[config.mk]
export PLATFORM = sky130hd
export DESIGN_NAME = load_store_unit_flat
export DESIGN_NICKNAME = d
export VERILOG_FILES = /design/src/rtl/lsu_pkg.sv /design/src/rtl/lsu_if.sv /design/src/rtl/lsu_lane_align.sv /design/src/rtl/load_store_unit.sv /design/src/flat_wrapper.sv
export SDC_FILE = /design/constraint.sdc
export NUM_CORES = 1
export LEC_CHECK = 0
export CORE_MARGIN = 2
export CORE_UTILIZATION = 63
export DETAILED_ROUTE_END_ITERATION = 12
export DONT_BUFFER_PORTS = 1
export GPL_TIMING_DRIVEN = 1
export PLACE_DENSITY = 0.79
export SYNTH_ARGS = -nofsm -noshare
export SYNTH_HDL_FRONTEND = slang
export SYNTH_SLANG_ARGS = --single-unit
[constraint.sdc]
create_clock -name clk -period 2 [get_ports clk]
set_input_delay 0.3 -clock clk [delete_from_list [all_inputs] [get_ports clk]]
set_output_delay 0.3 -clock clk [all_outputs]
set_load 0.05 [all_outputs]
[src/rtl/lsu_pkg.sv]
// ============================================================================
//  Module      : lsu_pkg
//  Description : Shared definitions for the load/store unit: FSM state
//                encoding, access-size codes and the latency counter width.
//  Revision    : 1.0 - initial release
// ============================================================================
`default_nettype none

package lsu_pkg;

    // Width of the read-latency counter (MEM_LAT legal range 1..15)
    localparam int unsigned LAT_W = 4;

    // FSM state encoding
    localparam logic [2:0] ST_IDLE  = 3'd0;
    localparam logic [2:0] ST_READ  = 3'd1;
    localparam logic [2:0] ST_MERGE = 3'd2;
    localparam logic [2:0] ST_WRITE = 3'd3;
    localparam logic [2:0] ST_RESP  = 3'd4;

    typedef enum logic [2:0] {
        IDLE  = ST_IDLE,
        READ  = ST_READ,
        MERGE = ST_MERGE,
        WRITE = ST_WRITE,
        RESP  = ST_RESP
    } lsu_state_t;

    // Access size codes (2'b11 is illegal)
    localparam logic [1:0] SZ_B = 2'b00;
    localparam logic [1:0] SZ_H = 2'b01;
    localparam logic [1:0] SZ_W = 2'b10;

endpackage

`default_nettype wire

[src/rtl/lsu_if.sv]
// ============================================================================
//  Module      : lsu_if
//  Description : Request/response and data-memory signals of the load/store
//                unit. The slave modport is the LSU's view; master is the
//                environment (execute stage plus data RAM).
//  Revision    : 1.0 - initial release
// ============================================================================
`default_nettype none

interface lsu_if;
    logic        reqValid;
    logic        reqReady;
    logic        reqWrite;
    logic [1:0]  reqSize;
    logic        reqSigned;
    logic [31:0] reqAddr;
    logic [31:0] reqWData;
    logic        rspValid;
    logic [31:0] rspRData;
    logic        rspErr;
    logic        memREn;
    logic        memWEn;
    logic [31:0] memAddr;
    logic [31:0] memWData;
    logic [31:0] memRData;

    modport slave (
        input  reqValid, reqWrite, reqSize, reqSigned, reqAddr, reqWData, memRData,
        output reqReady, rspValid, rspRData, rspErr, memREn, memWEn, memAddr, memWData
    );

    modport master (
        output reqValid, reqWrite, reqSize, reqSigned, reqAddr, reqWData, memRData,
        input  reqReady, rspValid, rspRData, rspErr, memREn, memWEn, memAddr, memWData
    );
endinterface

`default_nettype wire

[src/rtl/lsu_lane_align.sv]
// ============================================================================
//  Module      : lsu_lane_align
//  Description : Combinational lane handling. Extracts and sign/zero-extends
//                the addressed byte/half of a loaded word, and merges a
//                sub-word store value into the old memory word.
//                Sub-word lanes exist only when LSU_SUBWORD_EN is defined;
//                otherwise the word passes straight through.
//  Revision    : 1.0 - initial release
// ============================================================================
`default_nettype none

module lsu_lane_align
    import lsu_pkg::*;
(
    input  logic [1:0]  i_size,
    input  logic        i_signed,
    input  logic [1:0]  i_offset,
    input  logic [31:0] i_word,
    input  logic [31:0] i_wdata,
    output logic [31:0] o_load,
    output logic [31:0] o_merged
);

`ifdef LSU_SUBWORD_EN
    logic [4:0]  w_shift;
    logic [15:0] w_lane;
    logic [31:0] w_mask;

    // Lane select/extend for loads and lane merge for stores; half accesses
    // are aligned so the same byte-offset shift covers both sizes
    always_comb begin
        w_shift  = {i_offset, 3'b000};
        w_lane   = 16'(i_word >> w_shift);
        w_mask   = '0;
        o_load   = i_word;
        o_merged = i_wdata;
        case (i_size)
            SZ_B: begin
                o_load   = {{24{i_signed & w_lane[7]}}, w_lane[7:0]};
                w_mask   = 32'h0000_00FF << w_shift;
                o_merged = (i_word & ~w_mask) | ((i_wdata << w_shift) & w_mask);
            end
            SZ_H: begin
                o_load   = {{16{i_signed & w_lane[15]}}, w_lane};
                w_mask   = 32'h0000_FFFF << w_shift;
                o_merged = (i_word & ~w_mask) | ((i_wdata << w_shift) & w_mask);
            end
            default: ;
        endcase
    end
`else
    logic w_unused;

    // Word-only build: no lane manipulation
    assign o_load   = i_word;
    assign o_merged = i_wdata;
    assign w_unused = ^{i_size, i_signed, i_offset};
`endif

endmodule

`default_nettype wire

[src/rtl/load_store_unit.sv]
// ============================================================================
//  Module      : load_store_unit
//  Description : Data-memory initiator. Accepts one load/store at a time,
//                checks it, sequences RAM strobes through an FSM, waits
//                MEM_LAT cycles for read data and returns a one-cycle
//                response. Macro LSU_SUBWORD_EN enables byte/half accesses
//                (stores via read-modify-write).
//  Revision    : 1.0 - initial release
// ============================================================================
`default_nettype none

module load_store_unit
    import lsu_pkg::*;
#(
    parameter int unsigned MEM_LAT = 1,
    parameter int unsigned ADDR_W  = 8
) (
    input  logic  clk,
    input  logic  rst_n,
    lsu_if.slave  bus
);

    lsu_state_t       r_state;
    lsu_state_t       w_next;
    logic [LAT_W-1:0] r_cnt;
    logic             r_write;
    logic             r_signed;
    logic             r_err;
    logic [1:0]       r_size;
    logic [1:0]       r_off;
    logic [31:0]      r_addr;
    logic [31:0]      r_wdata;
    logic [31:0]      r_word;
    logic [31:0]      r_rdata;
    logic             w_req_err;
    logic             w_last;
    logic [31:0]      w_align_word;
    logic [31:0]      w_load;
    logic [31:0]      w_merged;

    assign w_last = (r_cnt == LAT_W'(MEM_LAT));

    // Raw RAM data feeds load extraction; the captured word feeds the merge
    assign w_align_word = (r_state == READ) ? bus.memRData : r_word;

    lsu_lane_align u_align (
        .i_size   (r_size),
        .i_signed (r_signed),
        .i_offset (r_off),
        .i_word   (w_align_word),
        .i_wdata  (r_wdata),
        .o_load   (w_load),
        .o_merged (w_merged)
    );

`ifndef LSU_SUBWORD_EN
    logic w_unused_merged;
    assign w_unused_merged = ^w_merged;
`endif

    // Request legality: illegal size, misalignment, address beyond the RAM
    always_comb begin
        w_req_err = 1'b0;
        if (bus.reqSize == 2'b11)                                w_req_err = 1'b1;
        if (bus.reqSize == SZ_H && bus.reqAddr[0])               w_req_err = 1'b1;
        if (bus.reqSize == SZ_W && bus.reqAddr[1:0] != 2'b00)    w_req_err = 1'b1;
        if (bus.reqAddr[31:ADDR_W+2] != '0)                      w_req_err = 1'b1;
`ifndef LSU_SUBWORD_EN
        if (bus.reqSize == SZ_B || bus.reqSize == SZ_H)          w_req_err = 1'b1;
`endif
    end

    // State register
    always_ff @(posedge clk) begin
        if (!rst_n) r_state <= IDLE;
        else        r_state <= w_next;
    end

    // Next-state logic; errors bypass memory straight to the response
    always_comb begin
        w_next = r_state;
        case (r_state)
            IDLE: begin
                if (bus.reqValid) begin
                    if (w_req_err)                              w_next = RESP;
                    else if (bus.reqWrite && bus.reqSize == SZ_W) w_next = WRITE;
                    else                                        w_next = READ;
                end
            end
            READ: begin
                if (w_last) begin
`ifdef LSU_SUBWORD_EN
                    w_next = r_write ? MERGE : RESP;
`else
                    w_next = RESP;
`endif
                end
            end
`ifdef LSU_SUBWORD_EN
            MERGE:   w_next = WRITE;
`endif
            WRITE:   w_next = RESP;
            RESP:    w_next = IDLE;
            default: w_next = IDLE;
        endcase
    end

    // Request latch, latency counter, read capture and store-word merge
    always_ff @(posedge clk) begin
        if (!rst_n) begin
            r_cnt    <= '0;
            r_write  <= 1'b0;
            r_signed <= 1'b0;
            r_err    <= 1'b0;
            r_size   <= '0;
            r_off    <= '0;
            r_addr   <= '0;
            r_wdata  <= '0;
            r_word   <= '0;
            r_rdata  <= '0;
        end else begin
            case (r_state)
                IDLE: begin
                    if (bus.reqValid) begin
                        r_cnt    <= LAT_W'(1);
                        r_write  <= bus.reqWrite;
                        r_signed <= bus.reqSigned;
                        r_size   <= bus.reqSize;
                        r_off    <= bus.reqAddr[1:0];
                        r_wdata  <= bus.reqWData;
                        r_addr   <= 32'(bus.reqAddr[ADDR_W+1:2]);
                        r_err    <= w_req_err;
                        r_rdata  <= '0;
                    end
                end
                READ: begin
                    if (w_last) begin
                        r_cnt  <= '0;
                        r_word <= bus.memRData;
                        if (!r_write) r_rdata <= w_load;
                    end else begin
                        r_cnt <= r_cnt + LAT_W'(1);
                    end
                end
`ifdef LSU_SUBWORD_EN
                MERGE:   r_wdata <= w_merged;
`endif
                default: ;
            endcase
        end
    end

    assign bus.reqReady = (r_state == IDLE);
    assign bus.memREn   = (r_state == READ);
    assign bus.memWEn   = (r_state == WRITE);
    assign bus.rspValid = (r_state == RESP);
    assign bus.rspErr   = bus.rspValid & r_err;
    assign bus.rspRData = bus.rspValid ? r_rdata : '0;
    assign bus.memAddr  = r_addr;
    assign bus.memWData = r_wdata;

endmodule

`default_nettype wire

[src/flat_wrapper.sv]
// flat-port wrapper written by rule: the top's interface ports become plain ports
module load_store_unit_flat import lsu_pkg::*;
#(
    parameter int unsigned MEM_LAT = 1,
    parameter int unsigned ADDR_W  = 8
)
  (clk, rst_n, bus_reqValid, bus_reqWrite, bus_reqSize, bus_reqSigned, bus_reqAddr, bus_reqWData, bus_memRData, bus_reqReady, bus_rspValid, bus_rspRData, bus_rspErr, bus_memREn, bus_memWEn, bus_memAddr, bus_memWData);
  lsu_if bus_i ();
  input  logic clk;
  input  logic rst_n;
  input wire logic [$bits(bus_i.reqValid)-1:0] bus_reqValid;
  input wire logic [$bits(bus_i.reqWrite)-1:0] bus_reqWrite;
  input wire logic [$bits(bus_i.reqSize)-1:0] bus_reqSize;
  input wire logic [$bits(bus_i.reqSigned)-1:0] bus_reqSigned;
  input wire logic [$bits(bus_i.reqAddr)-1:0] bus_reqAddr;
  input wire logic [$bits(bus_i.reqWData)-1:0] bus_reqWData;
  input wire logic [$bits(bus_i.memRData)-1:0] bus_memRData;
  output wire logic [$bits(bus_i.reqReady)-1:0] bus_reqReady;
  output wire logic [$bits(bus_i.rspValid)-1:0] bus_rspValid;
  output wire logic [$bits(bus_i.rspRData)-1:0] bus_rspRData;
  output wire logic [$bits(bus_i.rspErr)-1:0] bus_rspErr;
  output wire logic [$bits(bus_i.memREn)-1:0] bus_memREn;
  output wire logic [$bits(bus_i.memWEn)-1:0] bus_memWEn;
  output wire logic [$bits(bus_i.memAddr)-1:0] bus_memAddr;
  output wire logic [$bits(bus_i.memWData)-1:0] bus_memWData;
  assign bus_i.reqValid = bus_reqValid;
  assign bus_i.reqWrite = bus_reqWrite;
  assign bus_i.reqSize = bus_reqSize;
  assign bus_i.reqSigned = bus_reqSigned;
  assign bus_i.reqAddr = bus_reqAddr;
  assign bus_i.reqWData = bus_reqWData;
  assign bus_i.memRData = bus_memRData;
  assign bus_reqReady = bus_i.reqReady;
  assign bus_rspValid = bus_i.rspValid;
  assign bus_rspRData = bus_i.rspRData;
  assign bus_rspErr = bus_i.rspErr;
  assign bus_memREn = bus_i.memREn;
  assign bus_memWEn = bus_i.memWEn;
  assign bus_memAddr = bus_i.memAddr;
  assign bus_memWData = bus_i.memWData;
  load_store_unit #(.MEM_LAT(MEM_LAT), .ADDR_W(ADDR_W)) u_core (.clk(clk), .rst_n(rst_n), .bus(bus_i));
endmodule
==> impl_results.md <==
- Status: completed
- Number of port buffers: 0
- Clock Skew: 0.00636 ns
- Grt total ovfl: 0
- CTS hold repair buffers: 0
- Synth cell types: 35
- Clock Latency Late Sink: 0.34 ns
- Synth Flop Type: dfxtp_1
- CTS Sinks: 81
- First-pass GRT wire length: 13,500 um
- Number of H-tree levels: 3
- Core area: between 5000 and 6000 um2
- Cell Count Post-Placement: 516
- Die H: 80.8 um
- Measured slew at the worst slew-check pin: about 0.58 ns
- Syn Inst Count: 439
- Die ar.: 6530 um2
- Async SR Flop Fraction: 0%
- Slew Limit Fails: 0
- Worst EP arrival: roughly 1.7 ns
- Hpwl dp: approximately 6600 um
- Yosys warning count: 0
- Syn avg cell area: ~8.5 um2
- Non-Filler Instances: around 530
- Overall power: around 3500 uW
- CTS tree: yes
- Tcrit/Tclk final: a little over nine tenths
- Number of detailed-route iterations in the first pass: 4
- Core Util, Final: slightly below 80%
- Fillcell total: roughly 380
- Largest net degree at the start of global routing: 83
- Post-layout minimum cycle time: about 2 ns
- Initial antenna violation count: 0
- DR WL/cell: about 18 um
- Clk buf depth: 2
- Max transition margin: 61.6%
- Iter 0 DRT Violations: ~220
- Initial Utilization: around 66%
- N_diodes: 0
- Share of post-route cells with drive strength above 1: around 18%
- Cell row count: 27
- Vias: 3,048
- Critical path required time: 1.70 ns
- Clock transition at path regs: ~0.080 ns
- Peak Freq: 506 MHz
- CP Class: flop to primary output
- Boundary Pins: a little over 200
- Seq/Total Area, Yosys: a little over two fifths
- CP endpoint kind: primary output
- MaxCap Viol Count: 0
- Yosys reg bits: slightly above 80
- Pwr dens: around 800 nW/um2
- Leakage power: approximately 0.0017 uW
- Global-route usage over all layers: between 20% and 30%
- Vias in the first global route: 2,897
- Clk root buf: clkbuf_8
- Min-Delay Path Class: input pin to flop
- GPL Wtd Cong: around 0.77
- Unrepaired setup endpoints after global routing: true
- Total wire length: ~9500 um
- DR vias/cell: ~5.7
- EDFF count, synth: 0
- CTS buffer count: 9
- Max VDD drop: roughly 0.00065 V
- Final setup viols: 0
- Residual DRC: 0
- Final ANT Viol Nets: 0
- Nets: ~560
- Mapped Area: around 3700 um2
- CP Launch Type: flop
- Area Growth Syn to Fin: 18.3%
- Die X-Extent: ~80 um
- CP max FO: 33
- Final hold vios: 0
-- through the flow --
stage / cell area [um2] / hold WS (ns) / TNS [ns] / worst slack (ns)
6_report: 4400 / 0.0944 / 0 / 0.0230
3_5_place_dp: 4140 / 0.436 / -0.0175 / -0.0175
5_1_grt: 4400 / 0.0817 / -0.830 / -0.0547
4_1_cts: 4360 / 0.0778 / -0.00665 / -0.00665
3_3_place_gp: 4140 / 0.428 / 0 / 0.134
2_1_floorplan: 3820 / 0.423 / 0 / 0.0480
-- report_power, final --
group	switching, uW	total, uW	internal, uW
clock	543	1270	730
combinational	230	314	84.0
sequential	201	1870	1660
total	975	3450	2480
-- synthesized netlist by cell type (2+ instances only) --
library cell  count  share of area (%)
and2_1           35                5.9
nand3_1          34                4.6
nor2b_1           3               0.51
buf_2             6               0.81
nor2_1            6               0.61
a21boi_2         10                3.0
buf_6             7                2.1
dfxtp_1          81                 44
nor3_1            2               0.27
ha_1              2               0.67
a21oi_1           2               0.27
a21boi_1         36                7.3
o21ai_0           5               0.67
nor4_1            6                1.0
a21boi_0         28                5.7
nand2_1         116                 12
nor3b_1           2               0.40
buf_4            25                5.1
clkbuf_1         17                1.7
-- sequential cells by signal, summed over array words and instances (netlist names) --
| name | count |
|---|---|
| u_core.r_write | 1 |
| u_core.r_rdata | 32 |
| u_core.r_state | 3 |
| u_core.r_cnt | 4 |
| u_core.r_err | 1 |
| u_core.bus.memAddr | 8 |
| u_core.bus.memWData | 32 |
-- cells by family after synthesis --
logic type	Yosys count	synth area share, %
and+or+nand+nor	212	26.9
AOI/OAI and AO/OA	86	18.8
DFF	81	43.6
buffers and inverters	57	9.90
adders and majority gates	2	0.673
other	1	0.101
-- worst max-delay path: stages, from the launching register on --
cell and delay, ns:
dfxtp_1 0.32, buf_4 0.16, nor3b_2 0.22, buf_6 0.25
and2_1 0.23, buf_12 0.15
-- cells in the final DEF, fill, tap and decap left out, types with 5 or more instances in the layout --
| cell | instances |
|---|---|
| o21ai_0 | 5 |
| a21boi_0 | 28 |
| dfxtp_1 | 81 |
| conb_1 | 24 |
| a21boi_2 | 10 |
| nor2_1 | 6 |
| clkbuf_8 | 10 |
| and2_1 | 24 |
| nor4_1 | 6 |
| nand2_1 | 115 |
| and2_2 | 9 |
| nand3_1 | 34 |
| buf_4 | 12 |
| buf_12 | 24 |
| a21boi_1 | 36 |
-- worst paths after layout --
check / slack, ns / endpoint / cells past startpoint / start
worst max-delay path: 0.02 / bus_rspRData[20] / 5 / u_core.r_state[0]$_SDFFE_PN0P_
worst min-delay path: 0.09 / u_core.bus.memWData[9]$_SDFFE_PN0P_ / 2 / bus_reqWData[9]
worst max register to register: 0.13 / u_core.r_rdata[4]$_SDFFE_PN0P_ / 6 / u_core.r_cnt[0]$_SDFFE_PN0P_
worst min register to register: 0.45 / u_core.r_rdata[24]$_SDFFE_PN0P_ / 2 / u_core.r_rdata[24]$_SDFFE_PN0P_
-- layer usage --
layer  up-vias  global-route usage (%)  wire, um
met5         -                       0         0
met4         0                    10.8       148
met3        15                    7.89       840
met2       155                    49.0      5170
met1      1438                    28.7      3370
li1       1440                       -         -
-- what timing repair did --
| item | CTS | global route |
|---|---|---|
| buffers inserted | 0 | 0 |
| hold endpoints to repair | 0 | 0 |
| cloned | 0 | 1 |
| resized for setup | 3 | 6 |
| setup endpoints to repair | 34 | 65 |
| pin swaps | 0 | 1 |
-- final cells by class --
cell class	instances	area, um2	area share [%]
multi-input combinational	325	1880	42.8
sequential	81	1620	36.9
timing repair buffer	37	582	13.2
clock buffer	12	145	3.30
tap	72	90.1	2.05
clock inverter	3	65.1	1.48
inverter	2	10.0	0.228
Power figures use the tool's default switching activity.
